$ cat src/rtl/boolean_alu_arbiter.sv
`default_nettype none
// ============================================================================
// Module      : boolean_alu_arbiter
// Description : Shares one combinational boolean_alu among NREQ requesters.
//               Round-robin arbitration over valid/ready command ports, one op
//               in flight, single response port tagged with the requester id.
//               ALU operand/select pins are driven from registers and alu_out
//               is captured into a response register.
// Ports       : clk, rst_n (sync, active low)
//               req_valid/req_ready [NREQ]      per-requester command handshake
//               req_in1/req_in2 [NREQ*W], req_sel [NREQ*SELW] packed commands
//               alu_in1/alu_in2 [W], alu_sel [SELW] -> boolean_alu
//               alu_out [W+1]                   <- boolean_alu
//               rsp_valid/rsp_ready, rsp_data [W+1], rsp_id [IDW]
//               op_count [16]   only when BALU_ARB_STATS_EN is defined
// Options     : BALU_ARB_STATS_EN - adds a wrapping completed-response counter
// Revision    : 1.0 - initial release
// ============================================================================
module boolean_alu_arbiter #(
    parameter int NREQ = 4,
    parameter int W    = 4,
    parameter int SELW = 3,
    parameter int IDW  = 2
) (
    input  logic                 clk,
    input  logic                 rst_n,
    input  logic [NREQ-1:0]      req_valid,
    output logic [NREQ-1:0]      req_ready,
    input  logic [NREQ*W-1:0]    req_in1,
    input  logic [NREQ*W-1:0]    req_in2,
    input  logic [NREQ*SELW-1:0] req_sel,
    output logic [W-1:0]         alu_in1,
    output logic [W-1:0]         alu_in2,
    output logic [SELW-1:0]      alu_sel,
    input  logic [W:0]           alu_out,
    output logic                 rsp_valid,
    input  logic                 rsp_ready,
    output logic [W:0]           rsp_data,
    output logic [IDW-1:0]       rsp_id
`ifdef BALU_ARB_STATS_EN
    ,
    output logic [15:0]          op_count
`endif
);

    typedef enum logic [1:0] {
        S_IDLE = 2'd0,
        S_EXEC = 2'd1,
        S_RESP = 2'd2
    } state_t;

    state_t          r_state;
    logic [IDW-1:0]  r_rr;
    logic [W-1:0]    r_alu_in1;
    logic [W-1:0]    r_alu_in2;
    logic [SELW-1:0] r_alu_sel;
    logic            r_rsp_valid;
    logic [W:0]      r_rsp_data;
    logic [IDW-1:0]  r_rsp_id;

    // Unpacked views of the packed per-requester command buses
    logic [W-1:0]    w_in1 [NREQ];
    logic [W-1:0]    w_in2 [NREQ];
    logic [SELW-1:0] w_sel [NREQ];

    for (genvar gi = 0; gi < NREQ; gi++) begin : g_unpack
        assign w_in1[gi] = req_in1[gi*W +: W];
        assign w_in2[gi] = req_in2[gi*W +: W];
        assign w_sel[gi] = req_sel[gi*SELW +: SELW];
    end

    // Valid vector widened to the full id space so any id-wide index is legal
    logic [(2**IDW)-1:0] w_valid_ext;
    assign w_valid_ext = (2**IDW)'(req_valid);

    logic           w_found;
    logic [IDW-1:0] w_winner;
    logic [IDW:0]   w_idx;

    // Scan from the round-robin pointer upward, wrapping at NREQ; first hit wins
    always_comb begin
        w_found  = 1'b0;
        w_winner = '0;
        w_idx    = '0;
        for (int k = 0; k < NREQ; k++) begin
            w_idx = {1'b0, r_rr} + (IDW+1)'(k);
            if (w_idx >= (IDW+1)'(NREQ)) begin
                w_idx = w_idx - (IDW+1)'(NREQ);
            end
            if (!w_found && w_valid_ext[w_idx[IDW-1:0]]) begin
                w_found  = 1'b1;
                w_winner = w_idx[IDW-1:0];
            end
        end
    end

    // Grant is offered only in IDLE and never while reset is asserted; since
    // ready goes only to a valid requester, offering it is the handshake.
    logic            w_accept;
    logic [NREQ-1:0] w_onehot;
    logic [IDW-1:0]  w_rr_next;

    assign w_accept  = (r_state == S_IDLE) && rst_n && w_found;
    assign w_onehot  = {{(NREQ-1){1'b0}}, 1'b1} << w_winner;
    assign req_ready = w_accept ? w_onehot : '0;
    assign w_rr_next = (w_winner == IDW'(NREQ-1)) ? '0 : w_winner + IDW'(1);

    always_ff @(posedge clk) begin
        if (!rst_n) begin
            r_state     <= S_IDLE;
            r_rr        <= '0;
            r_alu_in1   <= '0;
            r_alu_in2   <= '0;
            r_alu_sel   <= '0;
            r_rsp_valid <= 1'b0;
            r_rsp_data  <= '0;
            r_rsp_id    <= '0;
        end else begin
            case (r_state)
                S_IDLE: begin
                    if (w_accept) begin
                        r_alu_in1 <= w_in1[w_winner];
                        r_alu_in2 <= w_in2[w_winner];
                        r_alu_sel <= w_sel[w_winner];
                        r_rsp_id  <= w_winner;
                        r_rr      <= w_rr_next;
                        r_state   <= S_EXEC;
                    end
                end
                S_EXEC: begin
                    // ALU inputs have been stable for a full cycle here
                    r_rsp_data  <= alu_out;
                    r_rsp_valid <= 1'b1;
                    r_state     <= S_RESP;
                end
                S_RESP: begin
                    if (rsp_ready) begin
                        r_rsp_valid <= 1'b0;
                        r_state     <= S_IDLE;
                    end
                end
                default: begin
                    r_rsp_valid <= 1'b0;
                    r_state     <= S_IDLE;
                end
            endcase
        end
    end

    assign alu_in1   = r_alu_in1;
    assign alu_in2   = r_alu_in2;
    assign alu_sel   = r_alu_sel;
    assign rsp_valid = r_rsp_valid;
    assign rsp_data  = r_rsp_data;
    assign rsp_id    = r_rsp_id;

`ifdef BALU_ARB_STATS_EN
    logic [15:0] r_op_count;

    // Counts completed response handshakes; natural 16-bit wrap
    always_ff @(posedge clk) begin
        if (!rst_n) begin
            r_op_count <= '0;
        end else if (r_rsp_valid && rsp_ready) begin
            r_op_count <= r_op_count + 16'd1;
        end
    end

    assign op_count = r_op_count;
`endif

endmodule
`default_nettype wire

$ cat config.mk
export PLATFORM = sky130hd
export DESIGN_NAME = boolean_alu_arbiter
export DESIGN_NICKNAME = d
export VERILOG_FILES = /design/src/rtl/boolean_alu_arbiter.sv
export SDC_FILE = /design/constraint.sdc
export NUM_CORES = 1
export LEC_CHECK = 0
export BUFFER_PORTS_ARGS = -buffer_cell sky130_fd_sc_hd__buf_2
export CORE_MARGIN = 3
export CORE_UTILIZATION = 45
export DETAILED_ROUTE_END_ITERATION = 8
export GPL_ROUTABILITY_DRIVEN = 0
export GPL_TIMING_DRIVEN = 0
export PLACE_DENSITY_LB_ADDON = 0.08
export RECOVER_POWER = 25
export SETUP_SLACK_MARGIN = 0.5
export SYNTH_ARGS = -nofsm -noshare
export SYNTH_HDL_FRONTEND = slang
export SYNTH_SLANG_ARGS = --single-unit
$ cat constraint.sdc
create_clock -name clk -period 5.6 [get_ports clk]
set_clock_uncertainty 0.2 [all_clocks]
set_input_delay 1.12 -clock clk [delete_from_list [all_inputs] [get_ports clk]]
set_output_delay 1.12 -clock clk [all_outputs]
set_load 0.1 [all_outputs]
==> flow_results.org <==
** Setup path
- Critical path's most frequent cell :: sky130_fd_sc_hd__buf_2
- Endpoint class of the critical path :: output port
- The worst register-to-register path has a depth of 7.
- For the worst setup path, the data required time is 4280 ps.
- Setup slack of the worst register-to-register path :: 3770 ps
- Data arrival time of the critical path :: 2830 ps
- Critical path buffers and inverters :: 4
- STA classifies the critical path startpoint as an input pin.
- Of all nets on the critical path, the largest fanout is 10.
- Biggest cell delay along the critical path :: 500 ps
- Traced cell by cell, the critical path runs through buf_2 > or4_1 > nand3_1 > inv_1 > nand2_1 > buf_4 > nor2_1 > buf_2.
- Grouping stages by cell kind, the critical path spends the most delay in simple AND/OR/NAND/NOR gates.
- The worst setup path is of the input pin to output port kind.
- In this run the number of cells on the critical path is 8.
- The slowest stage of the critical path belongs to the cell sky130_fd_sc_hd__or4_1.

** Clock tree
- CTS built an H-tree with a depth of 1.
- TritonCTS built the clock tree.
- The clock passes through at most 2 buffers.
- Number of hold buffers added after cts :: 0
- The number of clock buffers added by TritonCTS is 3.
- Root buffer cell :: sky130_fd_sc_hd__clkbuf_4
- Clock transition at the registers of the reported paths :: 130 ps
- Insertion delay to the later sink of the worst-skew pair :: 310 ps
- In this run the post-CTS setup repair buffer count came out at 0.
- Sink Count :: 23
- PostCTS Resize Cnt :: 0

** Yosys
- After synthesis the netlist holds a flip-flop and latch count of 23.
- Share of synthesized area occupied by flip-flops and latches :: 0.377
- Post-synth design cell area :: 0.00122 mm²
- Area share of the leading cell type in the synthesized netlist :: 0.377
- After technology mapping, the gate count stands at 123.
- Each instance of the synthesized netlist takes up on average 9.92 µm².
- Top cells by area, synth :: sky130_fd_sc_hd__dfxtp_1 38%, sky130_fd_sc_hd__mux2i_1 22%, sky130_fd_sc_hd__o221ai_1 8.6%
- The number of nets handed over by synthesis was 180.
- Summed over all instances, the cell type with the most area after synthesis is sky130_fd_sc_hd__dfxtp_1.
- Number of distinct library cells after synthesis :: 26
- Yosys printed 0 warnings.

** Route
- Using the TritonRoute via totals, the vias-per-cell ratio works out to 5.17.
- Remaining antenna violation count after routing :: 0
- Wires add up to 3010 µm.
- Via count :: 1215
- Number of optimization iterations in the first detailed-route pass :: 4
- Iteration-0 DRC count of the detailed router :: 35
- For this run, design rule violations remaining after detail routing come to 0.
- In the final routed layout, each cell accounts on average for 12.8 µm.

** Pwr
- The worst-case IR drop observed on VDD is 0.000283 V.
- Overall power after layout :: 0.605 mW
- Summed over all cells, the static leakage comes to 0.843 nW.
- For this design the ratio of total power to cell area is 363 mW/mm².

** Status
- The flow ran to the end, and the final reports show no timing, DRC or antenna violations.

** Cells and area
- Layout net count :: 263
- In the final layout, the share of cells above drive strength 1 is 0.424.
- From synthesis to final layout, the design area changed by 36.6%.
- Footprint of the flip-flops and latches :: 460 µm²
- Area taken by multi-input logic gates :: 669 µm²
- Diodes inserted :: 0
- Count of fill cells added during filler insertion :: 233

** STA
- Worst-case hold slack :: 263 ps
- Dividing the final minimum period by the clock period gives 0.741.
- Setup total negative slack :: 0 ps
- Highest attainable clock frequency :: 0.241 GHz
- Setup violations remaining at the end of the flow were counted as 0.
- Setup repair after global routing missed its margin :: no
- Measured slew at the worst slew-check pin :: 1160 ps
- The routed design could run at a clock period as short as 4150 ps.
- The number of hold violations in the final report is 0.
- In this run the tightest slew margin relative to its limit is 0.231.
- Total count of max-transition violations in the final report :: 0

** GRT
- Global router's overall resource usage :: 0.185
- Remaining global-route overflow :: 0
- Vias in the first global route :: 1153
- The first global-routing pass estimated 4900 µm of wire.
- The number of antenna violations at the first check in global routing was 0.
- Entering global routing, the biggest net connects 14 pins.

** Floorplan
- Number of top-level design ports :: 79
- The floorplan step defined a die boundary enclosing 0.00337 mm².
- The core region is 0.00252 mm².
- From bottom edge to top edge, the die measures 58.1 µm.
- The initial utilization of the core area, before any placement, comes to 0.484.
- Measured along the x axis, the die boundary spans 58.1 µm.
- In this run the core area contains 18 standard-cell rows.

** Placed design
- Port Buffer Count :: 78
- HPWL Detailed :: 2400 µm

** Job
- Across the run, the number of max-cap violations was 0.

** Hold path
- Number of cells traversed by the worst hold path :: 2
- Worst min path class :: flip-flop to flip-flop
kinds of logic after synthesis:
kind of cell,count (synthesis),synth area share
AND/OR/NAND/NOR,40,0.176
AO/OA/AOI/OAI,21,0.145
buffers and inverters,11,0.0697
adder cells (fa/ha/maj),1,0.0103
multiplexers,27,0.222
flip-flops,23,0.377
per-layer routing:
metal  wire length (µm)  vias up  track usage
met3                244        2       0.0579
met5                  0        -            0
li1                   -      619            -
met2               1540       47        0.347
met1               1220      547        0.211
met4                 10        0       0.0199
state kept, by name (all words and copies together) (netlist names):
name       cells
r_rr           2
rsp_data       5
alu_in2        4
alu_in1        4
rsp_valid      1
rsp_id         2
r_state        2
alu_sel        3
layout by cell type (no fill, tap or decap):
cell type,count
sky130_fd_sc_hd__buf_2,76
sky130_fd_sc_hd__mux2i_1,27
sky130_fd_sc_hd__dfxtp_1,23
sky130_fd_sc_hd__nand3_1,13
sky130_fd_sc_hd__o221ai_1,12
sky130_fd_sc_hd__nor2b_1,11
sky130_fd_sc_hd__nor2_1,7
sky130_fd_sc_hd__nand2_1,6
sky130_fd_sc_hd__clkbuf_1,6
sky130_fd_sc_hd__buf_6,3
sky130_fd_sc_hd__clkbuf_4,3
sky130_fd_sc_hd__o21ai_0,2
sky130_fd_sc_hd__inv_1,2
sky130_fd_sc_hd__o211a_1,2
sky130_fd_sc_hd__or4_1,1
sky130_fd_sc_hd__and2_1,1
sky130_fd_sc_hd__a21boi_1,1
sky130_fd_sc_hd__o32a_1,1
sky130_fd_sc_hd__nand2b_4,1
sky130_fd_sc_hd__buf_4,1
sky130_fd_sc_hd__a21boi_0,1
sky130_fd_sc_hd__buf_12,1
sky130_fd_sc_hd__a21boi_2,1
sky130_fd_sc_hd__a21oi_1,1
sky130_fd_sc_hd__ha_1,1
sky130_fd_sc_hd__clkinv_2,1
path summary, 6_finish.rpt:
check,start,to
worst min register to register,rsp_id[0],rsp_id[0]
worst max register to register,r_rr[0],r_rr[1]
worst min-delay path,rsp_id[0],rsp_id[0]
worst max-delay path,req_valid[3],req_ready[0]
synth_stat cells (all sizes together):
library cell,count
nor2b,11
o211a,2
ha,1
clkbuf,3
nand3,13
nand2b,1
nor2,7
a21oi,1
and2,1
buf,6
o21ai,2
dfxtp,23
mux2i,27
a21boi,3
o32a,1
nand2,6
o221ai,12
inv,2
or4,1
through the flow:
step	instances	utilization	worst slack [ps]	cell area (µm²)
2_1_floorplan	123	-	1070	1220
3_3_place_gp	231	0.653	1570	1650
3_5_place_dp	231	0.653	1530	1650
4_1_cts	235	0.664	1520	1680
5_1_grt	235	0.661	1320	1670
6_report	235	0.661	1450	1670
tightest hold or removal path, stage by stage (launching register included):
cell	delay (ps)
sky130_fd_sc_hd__dfxtp_1	330
sky130_fd_sc_hd__nand3_1	60
sky130_fd_sc_hd__nand2_1	40
report_power, final:
group / leakage, nW / switching, mW / internal, mW
Clock: 0.0177 / 0.0503 / 0.0267
Sequential: 0.190 / 0.0139 / 0.189
Combinational: 0.635 / 0.242 / 0.0825
cell type report:
cell class,count,area share
sequential,23,0.276
timing repair buffer,78,0.232
multi-input combinational,89,0.402
inverter,2,0.00450
clock buffer,3,0.0135
buffer,9,0.0465
tap,30,0.0225
clock inverter,1,0.00300
No activity file was read; power rests on OpenSTA's default activity.
